==> src/rtl/flood_mark_pkg.sv <==
// Shared constants, state encoding and neighbour offsets for flood_mark.
// Defining FLOOD_DIAG_EN selects the 8-cell neighbourhood instead of 4.
package flood_mark_pkg;

    localparam int GRID_N      = 8;
    localparam int CELL_IDX_W  = 6;
    localparam int EMPTY_COLOR = 0;

    typedef enum logic [2:0] {
        IDLE,
        SEED_RD,
        SEED_CHK,
        POP,
        NB_RD,
        NB_CHK,
        FIN
    } state_t;

    // Offsets are visited in table order; "up" is the row with the smaller y.
`ifdef FLOOD_DIAG_EN
    localparam int NB_COUNT = 8;
    localparam logic signed [4:0] NB_DX [NB_COUNT] =
        '{-5'sd1, 5'sd1, 5'sd0, 5'sd0, -5'sd1, 5'sd1, -5'sd1, 5'sd1};
    localparam logic signed [4:0] NB_DY [NB_COUNT] =
        '{5'sd0, 5'sd0, -5'sd1, 5'sd1, -5'sd1, -5'sd1, 5'sd1, 5'sd1};
`else
    localparam int NB_COUNT = 4;
    localparam logic signed [4:0] NB_DX [NB_COUNT] = '{-5'sd1, 5'sd1, 5'sd0, 5'sd0};
    localparam logic signed [4:0] NB_DY [NB_COUNT] = '{5'sd0, 5'sd0, -5'sd1, 5'sd1};
`endif

    localparam int NB_KW = $clog2(NB_COUNT);

    function automatic logic [CELL_IDX_W-1:0] cell_idx(input logic [2:0] cx,
                                                       input logic [2:0] cy);
        return {cy, cx};
    endfunction

endpackage

==> src/rtl/flood_mark_queue.sv <==
// cell_queue: 64-entry FIFO of cell indices for the breadth-first fill.
// clear empties the queue in one cycle and wins over a simultaneous push.
module cell_queue
    import flood_mark_pkg::*;
(
    input  logic                  clk,
    input  logic                  rst_n,
    input  logic                  clear,
    input  logic                  push,
    input  logic [CELL_IDX_W-1:0] push_data,
    input  logic                  pop,
    output logic [CELL_IDX_W-1:0] pop_data,
    output logic                  empty
);

    localparam int DEPTH = GRID_N * GRID_N;

    logic [CELL_IDX_W-1:0] mem [DEPTH];
    logic [CELL_IDX_W-1:0] wr_ptr;
    logic [CELL_IDX_W-1:0] rd_ptr;
    logic [CELL_IDX_W:0]   fill;
    logic                  do_pop;

    assign empty    = (fill == '0);
    assign do_pop   = pop && !empty;
    assign pop_data = mem[rd_ptr];

    always_ff @(posedge clk) begin
        if (push && !clear) begin
            mem[wr_ptr] <= push_data;
        end
    end

    // Pointers wrap naturally because the depth is a power of two.
    always_ff @(posedge clk) begin
        if (!rst_n || clear) begin
            wr_ptr <= '0;
            rd_ptr <= '0;
            fill   <= '0;
        end else begin
            if (push) begin
                wr_ptr <= wr_ptr + 1'b1;
            end
            if (do_pop) begin
                rd_ptr <= rd_ptr + 1'b1;
            end
            fill <= fill + (CELL_IDX_W+1)'(push) - (CELL_IDX_W+1)'(do_pop);
        end
    end

endmodule

==> src/rtl/flood_mark.sv <==
// Breadth-first flood fill over the 8x8 board, producing a group mask and size.
// Build option: define FLOOD_DIAG_EN to include diagonal neighbours.
module flood_mark
    import flood_mark_pkg::*;
#(
    parameter int COLOR_W   = 3,
    parameter int MIN_GROUP = 2
)
(
    input  logic               clk,
    input  logic               rst_n,
    input  logic               start,
    input  logic [3:0]         x,
    input  logic [3:0]         y,
    output logic               rd_en,
    output logic [3:0]         rd_x,
    output logic [3:0]         rd_y,
    input  logic [COLOR_W-1:0] rd_color,
    output logic               busy,
    output logic               done,
    output logic               ok,
    output logic [6:0]         count,
    output logic [63:0]        mark
);

    state_t                state;
    state_t                next_state;
    logic [2:0]            cur_x;
    logic [2:0]            cur_y;
    logic [NB_KW-1:0]      k;
    logic [COLOR_W-1:0]    ref_color;

    logic                  q_clear;
    logic                  q_push;
    logic                  q_pop;
    logic                  q_empty;
    logic [CELL_IDX_W-1:0] q_push_data;
    logic [CELL_IDX_W-1:0] q_pop_data;

    logic signed [4:0]     nx;
    logic signed [4:0]     ny;
    logic [CELL_IDX_W-1:0] nb_idx;
    logic                  nb_on_board;
    logic                  nb_skip;
    logic                  nb_last;
    logic                  color_match;
    logic                  seed_bad;
    logic                  seed_empty;

    cell_queue u_queue (
        .clk       (clk),
        .rst_n     (rst_n),
        .clear     (q_clear),
        .push      (q_push),
        .push_data (q_push_data),
        .pop       (q_pop),
        .pop_data  (q_pop_data),
        .empty     (q_empty)
    );

    // mark doubles as the visited set: a cell is marked when it is enqueued.
    always_comb begin
        nx          = $signed({2'b00, cur_x}) + NB_DX[k];
        ny          = $signed({2'b00, cur_y}) + NB_DY[k];
        nb_on_board = (nx[4:3] == 2'b00) && (ny[4:3] == 2'b00);
        nb_idx      = cell_idx(nx[2:0], ny[2:0]);
        nb_skip     = !nb_on_board || mark[nb_idx];
        nb_last     = (k == NB_KW'(NB_COUNT - 1));
        color_match = (rd_color == ref_color);
        seed_bad    = (x > 4'd7) || (y > 4'd7);
        seed_empty  = (rd_color == COLOR_W'(EMPTY_COLOR));
    end

    always_ff @(posedge clk) begin
        if (!rst_n) begin
            state <= IDLE;
        end else begin
            state <= next_state;
        end
    end

    always_comb begin
        next_state  = state;
        rd_en       = 1'b0;
        rd_x        = 4'd0;
        rd_y        = 4'd0;
        q_clear     = 1'b0;
        q_push      = 1'b0;
        q_pop       = 1'b0;
        q_push_data = nb_idx;
        done        = 1'b0;
        busy        = (state != IDLE);
        case (state)
            IDLE: begin
                if (start) begin
                    q_clear    = 1'b1;
                    next_state = seed_bad ? FIN : SEED_RD;
                end
            end
            SEED_RD: begin
                rd_en      = 1'b1;
                rd_x       = {1'b0, cur_x};
                rd_y       = {1'b0, cur_y};
                next_state = SEED_CHK;
            end
            SEED_CHK: begin
                if (seed_empty) begin
                    next_state = FIN;
                end else begin
                    q_push      = 1'b1;
                    q_push_data = cell_idx(cur_x, cur_y);
                    next_state  = POP;
                end
            end
            POP: begin
                if (q_empty) begin
                    next_state = FIN;
                end else begin
                    q_pop      = 1'b1;
                    next_state = NB_RD;
                end
            end
            NB_RD: begin
                if (nb_skip) begin
                    if (nb_last) begin
                        next_state = POP;
                    end
                end else begin
                    rd_en      = 1'b1;
                    rd_x       = {1'b0, nx[2:0]};
                    rd_y       = {1'b0, ny[2:0]};
                    next_state = NB_CHK;
                end
            end
            NB_CHK: begin
                q_push     = color_match;
                next_state = nb_last ? POP : NB_RD;
            end
            FIN: begin
                done       = 1'b1;
                next_state = IDLE;
            end
            default: next_state = IDLE;
        endcase
    end

    // Results are only cleared by an accepted start, so they hold after FIN.
    always_ff @(posedge clk) begin
        if (!rst_n) begin
            cur_x     <= '0;
            cur_y     <= '0;
            k         <= '0;
            ref_color <= '0;
            mark      <= '0;
            count     <= '0;
            ok        <= 1'b0;
        end else begin
            case (state)
                IDLE: begin
                    if (start) begin
                        cur_x <= x[2:0];
                        cur_y <= y[2:0];
                        mark  <= '0;
                        count <= '0;
                        ok    <= 1'b0;
                    end
                end
                SEED_CHK: begin
                    if (!seed_empty) begin
                        ref_color                   <= rd_color;
                        mark[cell_idx(cur_x, cur_y)] <= 1'b1;
                        count                       <= 7'd1;
                    end
                end
                POP: begin
                    if (q_empty) begin
                        ok <= (count >= 7'(MIN_GROUP));
                    end else begin
                        cur_x <= q_pop_data[2:0];
                        cur_y <= q_pop_data[5:3];
                        k     <= '0;
                    end
                end
                NB_RD: begin
                    if (nb_skip && !nb_last) begin
                        k <= k + 1'b1;
                    end
                end
                NB_CHK: begin
                    if (color_match) begin
                        mark[nb_idx] <= 1'b1;
                        count        <= count + 7'd1;
                    end
                    if (!nb_last) begin
                        k <= k + 1'b1;
                    end
                end
                default: ;
            endcase
        end
    end

endmodule

==> config.mk <==
export PLATFORM = sky130hd
export DESIGN_NAME = flood_mark
export DESIGN_NICKNAME = d
export VERILOG_FILES = /design/src/rtl/flood_mark_pkg.sv /design/src/rtl/flood_mark_queue.sv /design/src/rtl/flood_mark.sv
export SDC_FILE = /design/constraint.sdc
export NUM_CORES = 1
export LEC_CHECK = 0
export BUFFER_PORTS_ARGS = -buffer_cell sky130_fd_sc_hd__buf_4
export CORE_UTILIZATION = 40
export CTS_BUF_LIST = sky130_fd_sc_hd__clkbuf_8
export CTS_CLUSTER_DIAMETER = 60
export DETAILED_ROUTE_END_ITERATION = 12
export HOLD_SLACK_MARGIN = 0.08
export PLACE_DENSITY = 0.66
export SLEW_MARGIN = 10
export SYNTH_ARGS = -nofsm -noshare
export SYNTH_HDL_FRONTEND = slang
export SYNTH_SLANG_ARGS = --single-unit
==> constraint.sdc <==
create_clock -name clk -period 9.1 [get_ports clk]
set_input_delay 1.365 -clock clk [delete_from_list [all_inputs] [get_ports clk]]
set_output_delay 1.365 -clock clk [all_outputs]
set_load 0.01 [all_outputs]
# Word-level counts from Yosys, hierarchy flattened

Memories as Yosys holds them, arrays and structs flattened. A register that Yosys moved wholly into a read port is not among the register bits.
Index checks and enable logic that the tools add are counted.

Register bits after elaboration: 105
Latch bits: 0
Memory bits (writable): 384
ROM bits: 0
Bits of input ports: 14
Output and inout bits: 83
Memories kept: 1

Memory list:

| name        | words | bits a word | rd ports | clocked after memory_dff | wr ports | line                   | RTL |
|---|---|---|---|---|---|---|---|
| u_queue.mem | 64    | 6           | 1        | 1                        | 1        | flood_mark_queue.sv:18 | `logic [CELL_IDX_W-1:0] mem [DEPTH];` |

Add/sub/neg operators: 8
$mul: 0
Divide/modulo/power cells: 0
$lt $le $gt $ge: 8
Equal/unequal tests: 16
Shifts and indexed selects: 0
Muxes and demuxes: 60
Bitwise logic cells: 4
Reductions and logical operators: 29

Operators by type and width:

| kind                                                                  | number |
|---|---|
| 64-bit two-way mux                                                    | 3 |
| 64-bit one-hot mux with 3 select lines                                | 1 |
| 64-bit bitwise OR                                                     | 2 |
| 3-bit two-way mux                                                     | 12 |
| 6-bit two-way mux                                                     | 4 |
| 3-bit one-hot mux with 2 select lines                                 | 4 |
| 7-bit two-way mux                                                     | 3 |
| 7-bit one-hot mux with 3 select lines                                 | 1 |
| 5-bit binary-select mux with 2-bit select                             | 2 |
| 5-bit two-way mux                                                     | 4 |
| 3-bit one-hot mux with 6 select lines                                 | 1 |
| 6-bit by 7-bit < comparator with 1-bit output, second input constant  | 2 |
| 1-bit two-way mux                                                     | 14 |
| 6-bit by 1-bit adder with 6-bit output, second input constant         | 2 |
| 1-bit demux with 6-bit select                                         | 2 |
| 6-bit by 1-bit >= comparator with 1-bit output, second input constant | 2 |
| 2-bit inequality test, second input constant                          | 6 |
| 4-bit by 5-bit adder with 5-bit output                                | 2 |
| 3-bit == test, second input constant                                  | 3 |
| 3-bit nonzero test                                                    | 3 |
| 4-bit by 3-bit > comparator with 1-bit output, second input constant  | 2 |
| 2-bit two-way mux                                                     | 4 |
| 4-bit AND reduction                                                   | 2 |
| 7-bit by 1-bit adder with 7-bit output                                | 1 |
| 25 further kinds                                                      | 43 |

# Depth between registers and ports, before layout

Gate-level depths: netlist (run 1).

Depth in word-level cells: 12
Depth in mapped cells: 17

# Hierarchy

Synthesis (run 1) repeated with hierarchy kept, for this count alone.

Cell total of the unflattened synthesis: 1424
Area, all modules: 21146.5 um^2

Modules (own cells, without submodules):

| module     | instances | cells an instance | area an instance (um^2) | seq. area each (um^2) |
|---|---|---|---|---|
| cell_queue | 1         | 838               | 16249.3                 | 12031.5 |
| flood_mark | 1         | 586               | 4897.2                  | 1721.7 |

# Worst setup path after synthesis (run 1)

No wires, ideal clock.

Path kind: input to register
Start: in rd_color[0]
End: mem u_queue.mem[0][5], data pin
Setup time: 549 ps
Arrival: 3962 ps
Required time: 8551 ps
Setup slack: 4589 ps
Cell stages on the path: 5
Cells stage by stage: nor3_1 nand2b_1 clkbuf_1 nor2_1 a21oi_1

Cells in the longest elaborated chain, start to end: 3

RTL lines:

| what               | line                   | RTL |
|---|---|---|
| start, declared    | flood_mark.sv:18       | `input logic [COLOR_W-1:0] rd_color,` |
| 3-bit zero test    | flood_mark.sv:71       | `seed_empty = (rd_color == COLOR_W'(EMPTY_COLOR));` |
| 6-bit two-way mux  | flood_mark.sv:107      | `if (seed_empty) begin` |
| 6-bit two-way mux  | flood_mark.sv:93       | `case (state)` |
| net q_push_data[5] | flood_mark.sv:37       | `logic [CELL_IDX_W-1:0] q_push_data;` |
| end, declared      | flood_mark_queue.sv:18 |  |

The timed path passes the listed nets, and every way through them passes these cells.

# Final worst setup path (run 1)

Start: reg k[1]
End: out rd_y[1]

Cells in the longest elaborated chain, start to end: 11
Elaborated cells between the ends (all ways): 18

RTL lines:

| what                                                                           | line                               | RTL |
|---|---|---|
| start, declared                                                                | flood_mark.sv:30                   | `logic [NB_KW-1:0] k;` |
| start signal, assigned                                                         | flood_mark.sv:186                  | `k <= k + 1'b1;` |
| start signal, assigned                                                         | flood_mark.sv:195                  | `k <= k + 1'b1;` |
| 2-bit inverter with 3-bit output (implied by the code) *                       | flood_mark.sv:63, flood_mark.sv:64 |  |
| branches (longest 8 deep; another with 4-bit by 5-bit adder with 5-bit output) | n/a                                |  |
| 3-bit two-way mux *                                                            | flood_mark.sv:124                  | `if (nb_skip) begin` |
| 3-bit one-hot mux with 2 select lines *                                        | flood_mark.sv:93                   |  |
| end, declared                                                                  | flood_mark.sv:17                   | `output logic [3:0] rd_y,` |

Mark *: on every way between the ends. The select of a mux whose other input is x is not followed.

==> reports/qor.yml, run 1 <==
run_status:
  status: "finished, final reports clean"
power:
  vdd_drop_max_mv: 0.2493
  leakage_nw: 7.628
  p_per_area_mw_per_mm2: 260.9
final_layout:
  area.growth.synth_to_final_pct: 13.48
  seq_area_mm2: 0.01376
  final_nets: 1470
  final.fill_count: 4262
  drive_above_1_share: 0.2503
  multi_input_area_mm2: 0.006560
place:
  portBuffers: 94
  gp_congestion: 0.8626
  dpl.hpwl_um: 30100
  pre_cts_ws_ps: 4008
sta:
  maxSlewHeadroom: 0.1856
  fin_setup_tns_ps: 0
  clock.fmax_mhz: 172.3
  period_minus_slack_ps: 5805
  min_period_over_period: 0.6379
  skew_ps: 39.56
  setup_viol: 0
  drv_slew: 0
  timing.final.ws_setup_ps: 3295
  tightest_slew_ps: 1217
  rsz0062_at_grt: "no"
  finalHoldViolations: 0
global_routing:
  antenna_found_initial: 2
  grtUsageTotal: 0.1842
  grt_pass1_wl_um: 73650
  grt_pass1_vias: 11981
  grt_max_degree: 73
  grt-ovfl-total: 0
logic_synthesis:
  yosysUniqueCellTypes: 56
  synth_top_area_frac: 0.5572
  synth.area.top_cells: "edfxtp_1 (56%), mux4_2 (15%), dfxtp_1 (11%)"
  netlist_area_mm2: 0.02069
  async_flop_share: 0
  netlist_instances: 1327
  synth-seq-cells: 495
  yosys_warnings: 0
  yosysTopAreaCell: "edfxtp_1"
  seq_area_frac_synth: 0.6646
  synth_flop_cell: "edfxtp_1"
  syn-mean-instance-area_um2: 15.59
  synth_edf_count: 384
clocking:
  clockBufferDepth: 3
  h-tree-depth: 3
  clk_latency_ps: 650
  cts_tree: "yes"
  cts_buffers: 79
  post_cts_resized: 0
  postCtsHoldBufs: 0
  cts.sinks: 495
  cts.clk_slew.worst_paths_ps: 60
  cts_setup_buffers: 0
  ctsRootBufferMaster: "clkbuf_8"
worst_setup_path:
  worst_setup_path_start_kind: "flip-flop"
  cp_data_required_time_ps: 7740
  critical_path_class: "reg -> out"
  crit_path_end_kind: "primary output"
  cp_max_fo: 28
  cp_data_arrival_time_ps: 4440
floorplanning:
  die_h_um: 229.5
  die-area_mm2: 0.05265
  num_io_pins: 97
  initial_core_util: 0.4091
  die_w_um: 229.5
  core_area_mm2: 0.05058
  fp-row-count: 82
job:
  max_cap_violations: 0
route:
  via_count: 12190
  ant_nets: 0
  drt_pass1_iterations: 6
  vias_per_cell: 5.625
  drt-wirelength-per-cell_um: 22.15
  drcViolationCount: 0
  drt_iter0_markers: 1462
  wl_um: 47990
min_path:
  hold_class: "reg -> reg"
-- worst max-delay path, cell delays in order, from the launching register on --
cell	delay, ps
dfxtp_1	420
inv_1	110
ha_1	260
xor2_1	170
ha_1	1030
mux4_2	410
mux2i_1	180
nor2_1	100
nor4_1	280
and4_1	510
a22o_1	210
buf_4	120
-- per-layer routing --
metal  vias up  GRT usage  part of all wire
met4         2    0.06667             0.025
li1       5410          -                 -
met1      6164     0.2554              0.43
met3        97    0.03611             0.070
met5         -          0           0.00017
met2       517     0.2883              0.48
-- logic make-up after synthesis --
group	after synthesis	synth area share
buffers and inverters	101	0.02098
AO/OA/AOI/OAI	194	0.05532
other	1	0.0001812
XOR/XNOR	26	0.01100
adder cells (fa/ha/maj)	23	0.01427
multiplexers	159	0.1629
AND/OR/NAND/NOR	328	0.07068
flip-flops	495	0.6646
-- final timing paths --
kind / slack (ps) / endpoint / start / depth (start not counted)
setup / recovery: 3300 / rd_y[1] / k[1] / 11
hold / removal: 500 / u_queue.rd_ptr[5] / u_queue.rd_ptr[5] / 2
setup reg to reg: 5280 / k[0] / k[1] / 11
hold reg to reg: 500 / u_queue.rd_ptr[5] / u_queue.rd_ptr[5] / 2
-- where the power goes --
group          internal (W)  switching [W]  total [W]  leakage, nW
Combinational      0.000369       0.000999    0.00137         2.41
Sequential          0.00293      0.0000748    0.00300         4.37
Clock              0.000895       0.000860    0.00176        0.852
-- synth_stat cells (all sizes together) (4+ instances only) --
| library cell | instances |
|---|---|
| a21oi | 89 |
| a22o | 7 |
| and2 | 4 |
| buf | 29 |
| clkbuf | 53 |
| dfxtp | 111 |
| edfxtp | 384 |
| ha | 22 |
| inv | 18 |
| mux2i | 14 |
| mux4 | 142 |
| nand2 | 68 |
| nand2b | 10 |
| nand3 | 13 |
| nand3b | 5 |
| nand4 | 8 |
| nor2 | 173 |
| nor2b | 15 |
| nor3 | 6 |
| nor4 | 4 |
| o21ai | 12 |
| o22ai | 64 |
| o32ai | 6 |
| or2 | 7 |
| or3 | 4 |
| xnor2 | 10 |
| xor2 | 16 |
-- placed cells by master, fill, tap and decap left out, types with 6 or more instances in the layout --
cell        n
a21oi_1    87
a22o_1      7
buf_4     106
clkbuf_8   85
clkinv_1   17
clkinv_2    9
dfxtp_1   108
edfxtp_1  384
ha_1       22
inv_1      43
mux2i_1    14
mux4_2    142
nand2_1    63
nand2b_1   10
nand3_1    13
nand4_1     7
nor2_1    172
nor2b_1    15
nor3_1      6
o21ai_0     9
o22ai_1    64
o32ai_1     6
xnor2_1    10
xor2_1     16
-- through the flow --
step | instance area (µm²) | utilization | hold WS, ps | cells | power, W
after detailed placement | 22020 | 0.4354 | 488.2 | 2024 | 0.004432
after global routing | 23480 | 0.4643 | 536.8 | 2167 | 0.006400
after global placement | 22020 | 0.4354 | 467.2 | 2024 | 0.004379
after CTS | 23480 | 0.4641 | 499.0 | 2166 | 0.006183
final | 23480 | 0.4643 | 500.6 | 2167 | 0.006128
after floorplan | 20700 | - | 459.1 | 1328 | 0.003923
-- layout make-up --
cell class              instances  area share
diodes                          1   0.0001066
clock buffers                  85     0.04982
clock inverters                57     0.01199
inverters                      19    0.003037
multi-input cells             732      0.2793
flip-flops and latches        495      0.5860
well taps                     672     0.03580
repair buffers                106     0.03389
-- sequential cells by signal (all words and copies together), names as in the netlist, named ones only --
register	cells
ref_color	3
u_queue.mem	384
state	3
cur_y	3
mark	64
u_queue.fill	7
count	7
u_queue.rd_ptr	6
k	2
cur_x	3
ok	1
u_queue.wr_ptr	6
No activity file was read; power rests on OpenSTA's default activity.
==> run 2, diff against run 1 <==
- ABC_AREA: unset -> 1
- PLACE_DENSITY: 0.66 -> 0.68
- clock period: 9.1 -> 5 ns (I/O delays scaled with it)
==> reports/qor.yml, run 2 <==
place:
  dpl.hpwl_um: 37320  # +24%
  portBuffers: 94  # unchanged
  dp_cells: 2981  # +47%
  gp_congestion: 0.9371  # +8.6%
clocking:
  cts_setup_buffers: 0  # unchanged
  cts.sinks: 495  # unchanged
  cts_tree: "yes"
  cts_buffers: 81  # +2.5%
  clockBufferDepth: 3  # unchanged
  h-tree-depth: 3  # unchanged
  ctsRootBufferMaster: "clkbuf_8"
  cts.clk_slew.worst_paths_ps: 60  # about the same
  clk_latency_ps: 670  # +20 ps
sta:
  min_period_over_period: 0.9256
  maxSlewHeadroom: 0.2522  # +0.06665
  tightest_slew_ps: 1122  # -95.67 ps
  period_minus_slack_ps: 4628
  clock.fmax_mhz: 216.1
  drv_slew: 0  # unchanged
  fin_setup_tns_ps: 0  # unchanged
  rsz0062_at_grt: "no"
  finalHoldViolations: 0  # unchanged
  skew_ps: 37.65  # -1.909 ps
  setup_viol: 0  # unchanged
route:
  routedLengthMet1_um: 25660  # +25%
  drt_pass1_iterations: 6  # unchanged
  drcViolationCount: 0  # unchanged
  via_count: 17331  # +42%
  top_layer_used: "met5"
  wl_met2_um: 27130  # +19%
  ant_nets: 0  # unchanged
  drt_iter0_markers: 1820  # +24%
  wl_met3_um: 5326  # +58%
  drt-wirelength-per-cell_um: 19.06  # -14%
  vias_per_cell: 5.542  # -1.5%
  wl_um: 59590  # +24%
global_routing:
  grtUsageTotal: 0.2115  # +0.02730
  grt_pass1_wl_um: 92500  # +26%
  grt-ovfl-total: 0  # unchanged
  grt_max_degree: 103  # +41%
  antenna_found_initial: 2  # unchanged
  grt_pass1_vias: 16452  # +37%
logic_synthesis:
  yosys_warnings: 0  # unchanged
  async_flop_share: 0  # unchanged
  syn-mean-instance-area_um2: 9.594  # -38%
  synth_flop_cell: "edfxtp_1"
  synth_top_area_frac: 0.5237  # -0.03353
  synth-seq-cells: 495  # unchanged
  netlist_area_mm2: 0.02202  # +6.4%
  ys_top_cells_by_count: "nand2_1 (634), nand3_1 (388), edfxtp_1 (384)"
  seq_area_frac_synth: 0.6246  # -0.03999
  netlist_instances: 2295  # +73%
  yosysTopAreaCell: "edfxtp_1"
  synth.area.top_cells: "edfxtp_1 (52%), nand2_1 (11%), dfxtp_1 (10%)"
  yosysUniqueCellTypes: 40  # -29%
  synth_most_common_cell: "nand2_1"
  synth_edf_count: 384  # unchanged
min_path:
  min_path_cells: 3  # +1
  hold_class: "in -> reg"
power:
  leakage_nw: 9.046  # +19%
  vdd_drop_max_mv: 0.3479  # +40%
  p_per_area_mw_per_mm2: 467.2  # +79%
final_layout:
  final_cell_mix: "nand2_1 (633), nand3_1 (388), edfxtp_1 (384), inv_1 (157), nor2_1 (151)"
  layout_commonest_cell: "nand2_1"
  drive_above_1_share: 0.1144  # -0.1359
  final_nets: 2406  # +64%
  area.growth.synth_to_final_pct: 12.63
  largest_reg_flops: 384  # unchanged
  largest-register: "u_queue.mem"
  final_cells: 3127  # +44%
  top_regs: "u_queue.mem (384), mark (64)"
worst_setup_path:
  cp_data_arrival_time_ps: 3880  # -560 ps
  critical_path_class: "reg -> out"
  worst_setup_path_start_kind: "flip-flop"
  crit_path_end_kind: "primary output"
  ff2ff_path_depth: 12  # +1
  cp_max_fo: 24  # -14%
  cp_data_required_time_ps: 4250  # -3490 ps
floorplanning:
  fp-row-count: 85  # +3.7%
  core_area_mm2: 0.05413  # +7.0%
  die_h_um: 236.6  # +3.1%
  die-area_mm2: 0.05599  # +6.3%
  die_w_um: 236.6  # +3.1%
  initial_core_util: 0.4067  # -0.002369
  num_io_pins: 97  # unchanged
run_status:
  status: "finished, final reports clean"
job:
  max_cap_violations: 0  # unchanged
[run 2: cell count changes after synthesis, sizes merged, moves of 13 or more]
cell,previous run,this run
nand2,68,654
buf,29,65
nand3,13,393
xor2,16,3
mux2i,14,0
inv,18,136
nor2,173,159
a21oi,89,111
mux4,142,0
nor3,6,29
nor2b,15,0
o21ai,12,60
[run 2: path summary, 6_finish.rpt]
path	from	end	slack, ps
setup / recovery	k[1]	rd_x[2]	370
hold / removal	rst_n	count[0]	380
setup reg to reg	flip-flop	cur_y[2]	1360
hold reg to reg	ref_color[1]	ref_color[1]	470
[run 2: cells by family after synthesis]
kind of cell / count (synthesis) / share of synthesized area
AND/OR/NAND/NOR: 1244 / 0.2419
other: 1 / 0.0001703
buffers and inverters: 265 / 0.05182
XOR/XNOR: 8 / 0.003182
AO/OA/AOI/OAI: 259 / 0.06489
adder cells (fa/ha/maj): 23 / 0.01341
flip-flops: 495 / 0.6246
[run 2: area by class of cell]
cell class                 count  area, µm²
sequential                   495      13760
clock inverter                53      307.8
clock buffer                  91       1252
inverter                     138      529.3
antenna                        1      2.502
timing repair inverter         1      7.507
timing repair buffer         116      870.8
fill                        5017      29330
multi-input combinational   1536       7198
tap                          696      870.8
[run 2: critical path, cell delays in order, from the launching register on]
cell,delay (ps)
dfxtp_1,440
inv_1,110
ha_1,260
xor2_1,180
ha_1,300
buf_4,300
clkinvlp_4,310
nand3_1,150
nand2_1,80
nand2_2,80
nand2_2,60
nand2_2,50
nand3_2,70
nor2_2,150
nand3_2,260
o22ai_1,250
buf_4,160
[run 2: what timing repair did]
item	CTS	global route
resized for setup	0	2
endpoints found under the setup margin	0	6
hold buffers	0	0
[run 2: report_power, final]
part / switching [W] / internal, W
registers: 0.000104 / 0.00517
clock network: 0.00162 / 0.00178
logic: 0.00225 / 0.000660
total: 0.00397 / 0.00761
[run 2: per-layer routing]
metal  vias up  track usage
met5         -            0
met4         2      0.07556
met3       115      0.04185
met2       830       0.3260
met1      8323       0.2963
li1       8061            -
[run 2: stage by stage]
| stage | utilization | setup WS (ps) | power, W | area [µm²] | hold WS (ps) |
|---|---|---|---|---|---|
| after floorplan | - | 271.6 | 0.007301 | 22020 | 447.1 |
| after global placement | 0.4290 | 1007 | 0.008161 | 23220 | 459.6 |
| after detailed placement | 0.4290 | 954.6 | 0.008214 | 23220 | 460.8 |
| after CTS | 0.4579 | 222.3 | 0.01159 | 24790 | 334.7 |
| after global routing | 0.4581 | 114.5 | 0.01211 | 24800 | 376.1 |
| final | 0.4581 | 372.0 | 0.01158 | 24800 | 382.1 |
